===== src/rtl/tl_ul_pkg.sv =====
// Shared TileLink-UL definitions for the source arbiter: opcodes, default field widths
// and a constant clog2 used when sizing the requester-index field.
package tl_ul_pkg;

  typedef enum logic [2:0] {
    A_PUT_FULL_DATA    = 3'd0,
    A_PUT_PARTIAL_DATA = 3'd1,
    A_GET              = 3'd4
  } tl_a_op_e;

  typedef enum logic [2:0] {
    D_ACCESS_ACK      = 3'd0,
    D_ACCESS_ACK_DATA = 3'd1
  } tl_d_op_e;

  localparam int TL_ADDR_W   = 64;
  localparam int TL_DATA_W   = 64;
  localparam int TL_SOURCE_W = 3;
  localparam int TL_OPCODE_W = 3;
  localparam int TL_PARAM_W  = 3;
  localparam int TL_SIZE_W   = 8;
  localparam int TL_SINK_W   = 3;

  function automatic int clog2(input int n);
    int r;
    r = 0;
    for (int i = 0; i < 31; i++) begin
      if ((1 << i) < n) r = i + 1;
    end
    return r;
  endfunction

endpackage


===== src/rtl/tl_rr_arbiter.sv =====
// Combinational round-robin picker: one-hot grant to the first eligible requester found
// scanning upward from rr_ptr with wrap-around; zero latency, no state.
module tl_rr_arbiter #(
  parameter int NUM_REQ   = 2,
  parameter int IDX_WIDTH = 1
) (
  input  logic [NUM_REQ-1:0]   elig,
  input  logic [IDX_WIDTH-1:0] rr_ptr,
  output logic [NUM_REQ-1:0]   grant,
  output logic [IDX_WIDTH-1:0] grant_idx
);

  logic                 found;
  logic [IDX_WIDTH-1:0] cand;

  always_comb begin
    grant     = '0;
    grant_idx = '0;
    found     = 1'b0;
    cand      = '0;
    for (int k = 0; k < NUM_REQ; k++) begin
      cand = IDX_WIDTH'((32'(rr_ptr) + k) % NUM_REQ);
      if (!found && elig[cand]) begin
        grant[cand] = 1'b1;
        grant_idx   = cand;
        found       = 1'b1;
      end
    end
  end

endmodule


===== src/rtl/tl_ul_source_arbiter.sv =====
// Shares one TL-UL A/D port among NUM_REQ requesters, one outstanding beat each; the A beat
// is registered (accept to a_valid = 1 cycle), D is routed combinationally by a_source index.
module tl_ul_source_arbiter
  import tl_ul_pkg::*;
#(
  parameter int NUM_REQ         = 2,
  parameter int REQ_ID_WIDTH    = clog2(NUM_REQ),
  parameter int TL_ADDR_WIDTH   = TL_ADDR_W,
  parameter int TL_DATA_WIDTH   = TL_DATA_W,
  parameter int TL_STRB_WIDTH   = TL_DATA_WIDTH / 8,
  parameter int TL_SOURCE_WIDTH = TL_SOURCE_W,
  parameter int TL_OPCODE_WIDTH = TL_OPCODE_W,
  parameter int TL_PARAM_WIDTH  = TL_PARAM_W,
  parameter int TL_SIZE_WIDTH   = TL_SIZE_W,
  parameter int TL_SINK_WIDTH   = TL_SINK_W,
  localparam int LSRC           = TL_SOURCE_WIDTH - REQ_ID_WIDTH
) (
  input  logic                               clk,
  input  logic                               rst_n,
  input  logic [NUM_REQ-1:0]                 req_a_valid,
  output logic [NUM_REQ-1:0]                 req_a_ready,
  input  logic [NUM_REQ*TL_OPCODE_WIDTH-1:0] req_a_opcode,
  input  logic [NUM_REQ*TL_PARAM_WIDTH-1:0]  req_a_param,
  input  logic [NUM_REQ*TL_SIZE_WIDTH-1:0]   req_a_size,
  input  logic [NUM_REQ*TL_ADDR_WIDTH-1:0]   req_a_address,
  input  logic [NUM_REQ*TL_STRB_WIDTH-1:0]   req_a_mask,
  input  logic [NUM_REQ*TL_DATA_WIDTH-1:0]   req_a_data,
  input  logic [NUM_REQ*LSRC-1:0]            req_a_source,
  output logic                               a_valid,
  output logic [TL_OPCODE_WIDTH-1:0]         a_opcode,
  output logic [TL_PARAM_WIDTH-1:0]          a_param,
  output logic [TL_ADDR_WIDTH-1:0]           a_address,
  output logic [TL_SIZE_WIDTH-1:0]           a_size,
  output logic [TL_STRB_WIDTH-1:0]           a_mask,
  output logic [TL_DATA_WIDTH-1:0]           a_data,
  output logic [TL_SOURCE_WIDTH-1:0]         a_source,
  input  logic                               a_ready,
  input  logic                               d_valid,
  output logic                               d_ready,
  input  logic [TL_OPCODE_WIDTH-1:0]         d_opcode,
  input  logic [TL_PARAM_WIDTH-1:0]          d_param,
  input  logic [TL_SIZE_WIDTH-1:0]           d_size,
  input  logic [TL_SINK_WIDTH-1:0]           d_sink,
  input  logic [TL_SOURCE_WIDTH-1:0]         d_source,
  input  logic [TL_DATA_WIDTH-1:0]           d_data,
  input  logic                               d_error,
  output logic [NUM_REQ-1:0]                 req_d_valid,
  input  logic [NUM_REQ-1:0]                 req_d_ready,
  output logic [LSRC-1:0]                    req_d_source,
  output logic [TL_OPCODE_WIDTH-1:0]         req_d_opcode,
  output logic [TL_PARAM_WIDTH-1:0]          req_d_param,
  output logic [TL_SIZE_WIDTH-1:0]           req_d_size,
  output logic [TL_SINK_WIDTH-1:0]           req_d_sink,
  output logic [TL_DATA_WIDTH-1:0]           req_d_data,
  output logic                               req_d_error,
  output logic [NUM_REQ-1:0]                 outstanding,
  output logic                               err_unmapped,
  output logic                               err_unexpected
);

  typedef struct packed {
    logic [TL_OPCODE_WIDTH-1:0] opcode;
    logic [TL_PARAM_WIDTH-1:0]  param;
    logic [TL_SIZE_WIDTH-1:0]   size;
    logic [TL_SOURCE_WIDTH-1:0] source;
    logic [TL_ADDR_WIDTH-1:0]   address;
    logic [TL_STRB_WIDTH-1:0]   mask;
    logic [TL_DATA_WIDTH-1:0]   data;
  } a_beat_t;

  a_beat_t                  req_beat [NUM_REQ];
  a_beat_t                  a_q, a_d;
  logic                     a_valid_q, a_valid_d;
  logic [NUM_REQ-1:0]       outstanding_q, outstanding_d;
  logic [REQ_ID_WIDTH-1:0]  rr_ptr_q, rr_ptr_d;
  logic                     err_unmapped_q, err_unmapped_d;
  logic                     err_unexpected_q, err_unexpected_d;

  logic [NUM_REQ-1:0]       elig;
  logic [NUM_REQ-1:0]       grant;
  logic [REQ_ID_WIDTH-1:0]  grant_idx;
  logic                     load;
  logic [REQ_ID_WIDTH-1:0]  d_id;
  logic                     d_id_ok;
  logic                     d_fire;

  // Each candidate beat already carries its tagged source so the winner copies straight in.
  for (genvar g = 0; g < NUM_REQ; g++) begin : g_slice
    assign req_beat[g] = '{
      opcode:  req_a_opcode[g*TL_OPCODE_WIDTH +: TL_OPCODE_WIDTH],
      param:   req_a_param[g*TL_PARAM_WIDTH +: TL_PARAM_WIDTH],
      size:    req_a_size[g*TL_SIZE_WIDTH +: TL_SIZE_WIDTH],
      source:  {REQ_ID_WIDTH'(g), req_a_source[g*LSRC +: LSRC]},
      address: req_a_address[g*TL_ADDR_WIDTH +: TL_ADDR_WIDTH],
      mask:    req_a_mask[g*TL_STRB_WIDTH +: TL_STRB_WIDTH],
      data:    req_a_data[g*TL_DATA_WIDTH +: TL_DATA_WIDTH]
    };
  end

  assign elig = req_a_valid & ~outstanding_q;
  assign load = (~a_valid_q | a_ready) & (|elig);
  assign req_a_ready = load ? grant : '0;

  tl_rr_arbiter #(
    .NUM_REQ   (NUM_REQ),
    .IDX_WIDTH (REQ_ID_WIDTH)
  ) u_rr_arbiter (
    .elig      (elig),
    .rr_ptr    (rr_ptr_q),
    .grant     (grant),
    .grant_idx (grant_idx)
  );

  assign d_id = d_source[TL_SOURCE_WIDTH-1 -: REQ_ID_WIDTH];

  if ((1 << REQ_ID_WIDTH) == NUM_REQ) begin : g_id_full
    assign d_id_ok = 1'b1;
  end else begin : g_id_part
    assign d_id_ok = (d_id < REQ_ID_WIDTH'(NUM_REQ));
  end

  // Unmapped responses are swallowed (d_ready=1) so a stray beat cannot wedge the D channel.
  always_comb begin
    req_d_valid = '0;
    d_ready     = 1'b1;
    if (d_id_ok) begin
      req_d_valid[d_id] = d_valid;
      d_ready           = req_d_ready[d_id];
    end
  end

  assign d_fire = d_valid & d_ready & d_id_ok;

  assign req_d_source = d_source[LSRC-1:0];
  assign req_d_opcode = d_opcode;
  assign req_d_param  = d_param;
  assign req_d_size   = d_size;
  assign req_d_sink   = d_sink;
  assign req_d_data   = d_data;
  assign req_d_error  = d_error;

  always_comb begin
    a_valid_d     = a_valid_q;
    a_d           = a_q;
    rr_ptr_d      = rr_ptr_q;
    outstanding_d = outstanding_q;
    if (load) begin
      a_valid_d                = 1'b1;
      a_d                      = req_beat[grant_idx];
      rr_ptr_d                 = (32'(grant_idx) == NUM_REQ - 1) ? '0
                                                                 : grant_idx + REQ_ID_WIDTH'(1);
      outstanding_d[grant_idx] = 1'b1;
    end else if (a_valid_q && a_ready) begin
      a_valid_d = 1'b0;
      a_d       = '0;
    end
    // A granted slot was idle, so a same-cycle clear always targets a different requester.
    if (d_fire) outstanding_d[d_id] = 1'b0;
  end

  assign err_unmapped_d   = d_valid & ~d_id_ok;
  assign err_unexpected_d = d_fire & ~outstanding_q[d_id];

  always_ff @(posedge clk or negedge rst_n) begin
    if (!rst_n) begin
      a_valid_q        <= 1'b0;
      a_q              <= '0;
      outstanding_q    <= '0;
      rr_ptr_q         <= '0;
      err_unmapped_q   <= 1'b0;
      err_unexpected_q <= 1'b0;
    end else begin
      a_valid_q        <= a_valid_d;
      a_q              <= a_d;
      outstanding_q    <= outstanding_d;
      rr_ptr_q         <= rr_ptr_d;
      err_unmapped_q   <= err_unmapped_d;
      err_unexpected_q <= err_unexpected_d;
    end
  end

  assign a_valid        = a_valid_q;
  assign a_opcode       = a_q.opcode;
  assign a_param        = a_q.param;
  assign a_size         = a_q.size;
  assign a_source       = a_q.source;
  assign a_address      = a_q.address;
  assign a_mask         = a_q.mask;
  assign a_data         = a_q.data;
  assign outstanding    = outstanding_q;
  assign err_unmapped   = err_unmapped_q;
  assign err_unexpected = err_unexpected_q;

endmodule


===== config.mk =====
export PLATFORM = sky130hd
export DESIGN_NAME = tl_ul_source_arbiter
export DESIGN_NICKNAME = d
export VERILOG_FILES = /design/src/rtl/tl_ul_pkg.sv /design/src/rtl/tl_rr_arbiter.sv /design/src/rtl/tl_ul_source_arbiter.sv
export SDC_FILE = /design/constraint.sdc
export NUM_CORES = 1
export LEC_CHECK = 0
export CORE_AREA = 10 10 244 246
export CTS_CLUSTER_SIZE = 16
export DETAILED_ROUTE_END_ITERATION = 7
export DIE_AREA = 0 0 254 256
export HOLD_SLACK_MARGIN = 0.05
export SYNTH_ARGS = -nofsm -noshare
export SYNTH_HDL_FRONTEND = slang
export SYNTH_SLANG_ARGS = --single-unit

===== constraint.sdc =====
create_clock -name clk -period 1.8 [get_ports clk]
set_input_delay 0.27 -clock clk [delete_from_list [all_inputs] [get_ports clk]]
set_output_delay 0.27 -clock clk [all_outputs]
set_load 0.1 [all_outputs]

# Word-level counts from Yosys, hierarchy flattened

Cells that the tools add are included.

Bits in registers: 158
Bits in latches: 0
RAM bits: 0
Bits in read-only memories: 0
Input bits: 397
Output and inout port bits: 247
Word-level logic and storage cells: 77
Memories: 0

Add/subtract/negate cells: 2
Multipliers: 0
Div/mod/pow operators: 0
Magnitude comparators: 9
Equality and inequality tests: 0
Shift operators: 0
Mux-type cells: 32
Bitwise logic cells: 14
Reductions and logical operators: 9

Operators by type and width:

| cell                | count |
|---|---|
| $mux 153            | 5 |
| $mux 1              | 18 |
| $mux 2              | 5 |
| $lt 1x2->1 const B  | 4 |
| $and 2x2->2         | 3 |
| $logic_and 1x1->1   | 6 |
| $demux 1 s1         | 4 |
| $ge 1x1->1 const B  | 4 |
| $not 2->2           | 2 |
| $or 2x2->2          | 2 |
| $and 1x1->1         | 3 |
| $add 1x1->1 const B | 2 |
| $ge 2x2->1 const B  | 1 |
| $not 1->1           | 2 |
| $not 1->2           | 1 |
| $reduce_bool 2->1   | 1 |
| $reduce_or 2->1     | 1 |
| $logic_not 1->1     | 1 |
| $or 1x1->1          | 1 |

# Logic depth before layout (Yosys ltp)

Depth after elaboration: 16
Mapped depth: 6
Gate-level depth less buffers: 3

# Modules after synthesis

A second synthesis with hierarchy kept.

Cells, all modules: 631
Area total of the unflattened synthesis: 7907.6 µm²

Modules (own cells, without submodules):

| module               | times used | cells each | area each (µm²) | sequential area each (µm²) |
|---|---|---|---|---|
| tl_ul_source_arbiter | 1          | 627        | 7877.6          | 3953.8 |
| tl_rr_arbiter        | 1          | 4          | 30.0            | 0.0 |

# Worst setup path after synthesis

No wires, ideal clock.

Kind: flip-flop to output port
From: register outstanding_q[0] (netlist: outstanding[0])
To: output port req_a_ready[1]
Data arrival time: 2179 ps
Required time: 1530 ps
Path slack: -649 ps
Cell stages (with the launch flop): 6
Buffers on the path: 2
Cells stage by stage: dfrtp_1 -> or3b_1 -> nand3_1 -> buf_4 -> buf_4 -> inv_1

Word-level cells in the longest chain between the ends: 9
Elaborated cells on any way between the ends: 15
Classes of those cells: mux: 8; bitwise: 4; reduce/logical: 3

Ends and longest elaborated chain:

| element                                    | RTL line                    | RTL |
|---|---|---|
| from (decl)                                | tl_ul_source_arbiter.sv:74  | `logic [NUM_REQ-1:0] outstanding_q, outstanding_d;` |
| from (signal assigned)                     | tl_ul_source_arbiter.sv:175 | `outstanding_q <= outstanding_d;` |
| $not 2->2 *                                | tl_ul_source_arbiter.sv:100 | `assign elig = req_a_valid & ~outstanding_q;` |
| $and 2x2->2 *                              | tl_ul_source_arbiter.sv:100 |  |
| $mux 1 (implied by the code) (2 in series) | tl_rr_arbiter.sv:23         | `if (!found && elig[cand]) begin` |
| $mux 1                                     | tl_rr_arbiter.sv:23         |  |
| $logic_not 1->1                            | tl_rr_arbiter.sv:23         |  |
| $logic_and 1x1->1                          | tl_rr_arbiter.sv:23         |  |
| $mux 2                                     | tl_rr_arbiter.sv:23         |  |
| $mux 2 *                                   | tl_ul_source_arbiter.sv:102 | `assign req_a_ready = load ? grant : '0;` |
| to (decl)                                  | tl_ul_source_arbiter.sv:21  | `output logic [NUM_REQ-1:0] req_a_ready,` |

Every way passes the cells marked *; elsewhere a longest branch is shown, timed or not. The select of a mux whose other input is x is not followed.

# Worst setup path in the final report

Ends and elaborated chain as after synthesis.

==> flow_summary.toml <==
[drt]
drt_pre_antenna_iters = 7
drt_iter0_markers = 316
totalWireLength_um = 42310
routed-via-count = 8896
vias_per_cell = 4.208
route.detailed.wl_per_inst_um = 20.01
number_of_antenna_violating_nets_in_the_routed_design = 0
post_detailed_route_drc_marker_count = 0

[timing]
setup_tns_ns = -0.3159
timing.slew.headroom = 0.6572
finalMaxSlewViolations = 0
grt_setup_unrepaired = "yes"
timing.final.crit_share = 1.114
report.final.hold_viol_count = 0
fin_ws_ns = -0.2054
clock.fmax_ghz = 0.4987
final-setup-viol-count = 2
timing_worst_slew_pin_value_ns = 0.5141
hold_ws_ns = 0.3843
period_minus_slack_ns = 2.005
fin_worst_skew_ns = 0.01559

[global_routing]
grt_first_pass_wirelength_um = 62820
global_route.usage.total = 0.1273
largest_net_degree_at_the_start_of_global_routing = 55
grt_antenna_before_repair = 0
first_global_vias = 9826
grt_overflow_total = 0

[logic_synthesis]
synth-async-reset-ratio = 1.000
netlist_instances = 961
ys_seq_elements = 158
syn_area_per_cell_um2 = 9.398
synth.yosys.warnings = 0
synth.net_count = 1358
post_synth_main_area_contributors = "sky130_fd_sc_hd__dfrtp_1, sky130_fd_sc_hd__inv_1, sky130_fd_sc_hd__o221ai_2, sky130_fd_sc_hd__nand4_1, sky130_fd_sc_hd__o221ai_1"
synth_area_leader_cell = "sky130_fd_sc_hd__dfrtp_1"
synth_top_flop_cell = "sky130_fd_sc_hd__dfrtp_1"
synth_largest_type_area_fraction = 0.4378
synth_sequential_area_ratio = 0.4378
netlist_area_um2 = 9031
synth_enable_flop_cells = 0
yosys.cell_types.count = 27

[floorplanning]
floorplan_core_area_um2 = 54660
die_extent_in_x_um = 254
die_area_um2 = 65020
placementRows = 86
dieHeight_um = 256
floorplan.io_pins = 644
initial_core_util = 0.1652

[critical_path]
path_class = "reg2out"
critPathLaunchType = "register"
cp-end-kind = "primary output"
crit_required_ns = 1.53
cp_max_fo = 2
worst_ep_arrival_time_ns = 1.74

[clock_tree]
clock-root-buffer = "sky130_fd_sc_hd__clkbuf_16"
clkTransAtPathRegs_ns = 0.07
clock-sinks = 158
cts_made_buffers = 17
cts.htree.levels = 4
cts-root-to-sink-buffers = 2
clk_latency_ns = 0.47
cts_tree = "built"

[placed_design]
post-dp-hpwl_um = 35100
globalplace.congestion = 0.8240
number_of_port_buffers = 474
dp_cells = 2074
place_worst_setup_slack_ns = -0.1907

[power_and_ir_drop]
vdd_drop_max_v = 0.001106
p_seq_frac = 0.196
cell_internal_pwr_w = 0.01336
p_comb_frac = 0.674
cellLeakagePower_nw = 7.036
power-per-cell-area_nw_per_um2 = 1958
netSwitchingPower_w = 0.01723
power_switching_share = 0.5633
clock_power_share = 0.131

[finish]
finalNonFillerCells = 2114
mostFrequentLayoutCell = "sky130_fd_sc_hd__clkdlybuf4s50_1"
area_growth_syn_to_layout_pct = 73.00
num_antenna_cells = 0
drive_gt1_frac = 0.2745
utilization = 0.2858
layout_common_cells = "sky130_fd_sc_hd__clkdlybuf4s50_1, sky130_fd_sc_hd__inv_1, sky130_fd_sc_hd__buf_4"
finalNetCount = 1794

[job]
cap_viol_max_count = 0

[min_path]
hold_path.class = "in2async"

[status]
run_status = "finished with violations"
violations_in_the_final_reports = "setup timing"
==> worst paths after layout <==
path,slack (ns),from,endpoint,depth (start not counted)
max in group asynchronous,0.85,rst_n,a_address[45],3
hold reg to reg,0.54,a_data[54],a_data[54],2
min in group clk,0.40,req_a_address[14],a_address[14],3
setup / recovery,-0.21,outstanding[0],req_a_ready[1],5
hold / removal,0.38,rst_n,a_data[31],2
setup reg to reg,0.05,outstanding[0],a_address[50],7
==> sequential cells by signal (all words and copies together) (netlist names) <==
signal and flops:
a_source 3, a_opcode 3, a_valid 1, err_unexpected 1, rr_ptr_q 1, a_mask 8, a_size 8, outstanding 2
a_data 64, a_address 64, a_param 3
==> power by group through the flow <==
| stage | clock (W) | combinational [W] | sequential, W |
|---|---|---|---|
| floorplan | 0 | 0.00514 | 0.0154 |
| global placement | 0 | 0.0205 | 0.00605 |
| detailed placement | 0 | 0.0206 | 0.00608 |
| CTS | 0.00417 | 0.0207 | 0.00602 |
| global route | 0.00428 | 0.0215 | 0.00617 |
| finish | 0.00400 | 0.0206 | 0.00599 |
==> Yosys cell counts (all sizes together), types with 2 or more instances <==
cell type / n
clkbuf: 55
nor2b: 4
nand4: 152
inv: 307
o221ai: 152
buf: 115
nor2: 2
dfrtp: 158
==> metal layers <==
layer,GRT usage,share of wire
met4,0.03409,0.013
met3,0.06244,0.11
met2,0.2222,0.50
met1,0.1331,0.37
met5,0,0
==> logic make-up after synthesis <==
| logic type | count (synthesis) | share of synthesized area |
|---|---|---|
| multiplexers | 1 | 0.001247 |
| AO/OA/AOI/OAI | 159 | 0.2007 |
| other | 1 | 0.0004152 |
| buffers and inverters | 477 | 0.2461 |
| AND/OR/NAND/NOR | 165 | 0.1137 |
| flip-flops | 158 | 0.4378 |
==> cell type report <==
| type | count | area, um2 |
|---|---|---|
| Clock buffer | 19 | 442.9 |
| Clock inverter | 13 | 182.7 |
| Fill cell | 5710 | 39040 |
| Inverter | 307 | 1156 |
| Multi-Input combinational cell | 326 | 2894 |
| Sequential cell | 158 | 3960 |
| Tap cell | 704 | 880.8 |
| Timing Repair Buffer | 587 | 6107 |
==> worst max-delay path, stage by stage (launching register included) <==
cell,delay (ns)
sky130_fd_sc_hd__dfrtp_4,0.47
sky130_fd_sc_hd__or3b_4,0.39
sky130_fd_sc_hd__nand3_4,0.07
sky130_fd_sc_hd__buf_6,0.10
sky130_fd_sc_hd__clkinvlp_4,0.08
sky130_fd_sc_hd__buf_12,0.17
==> per-stage QoR <==
stage                     instance area, um2  power (W)
after global placement                 14920    0.02652
after detailed placement               14920    0.02671
after CTS                              15610    0.03094
after global routing                   15620    0.03194
final                                  15620    0.03059
after floorplan                         9060    0.02049
==> timing repair <==
item,CTS,global route
endpoints found under the setup margin,2,2
hold buffers,1,0
hold endpoints to repair,30,0
gates resized for setup,5,1
setup buffers,5,3
pin swaps,2,1
Power figures use the tool's default switching activity.
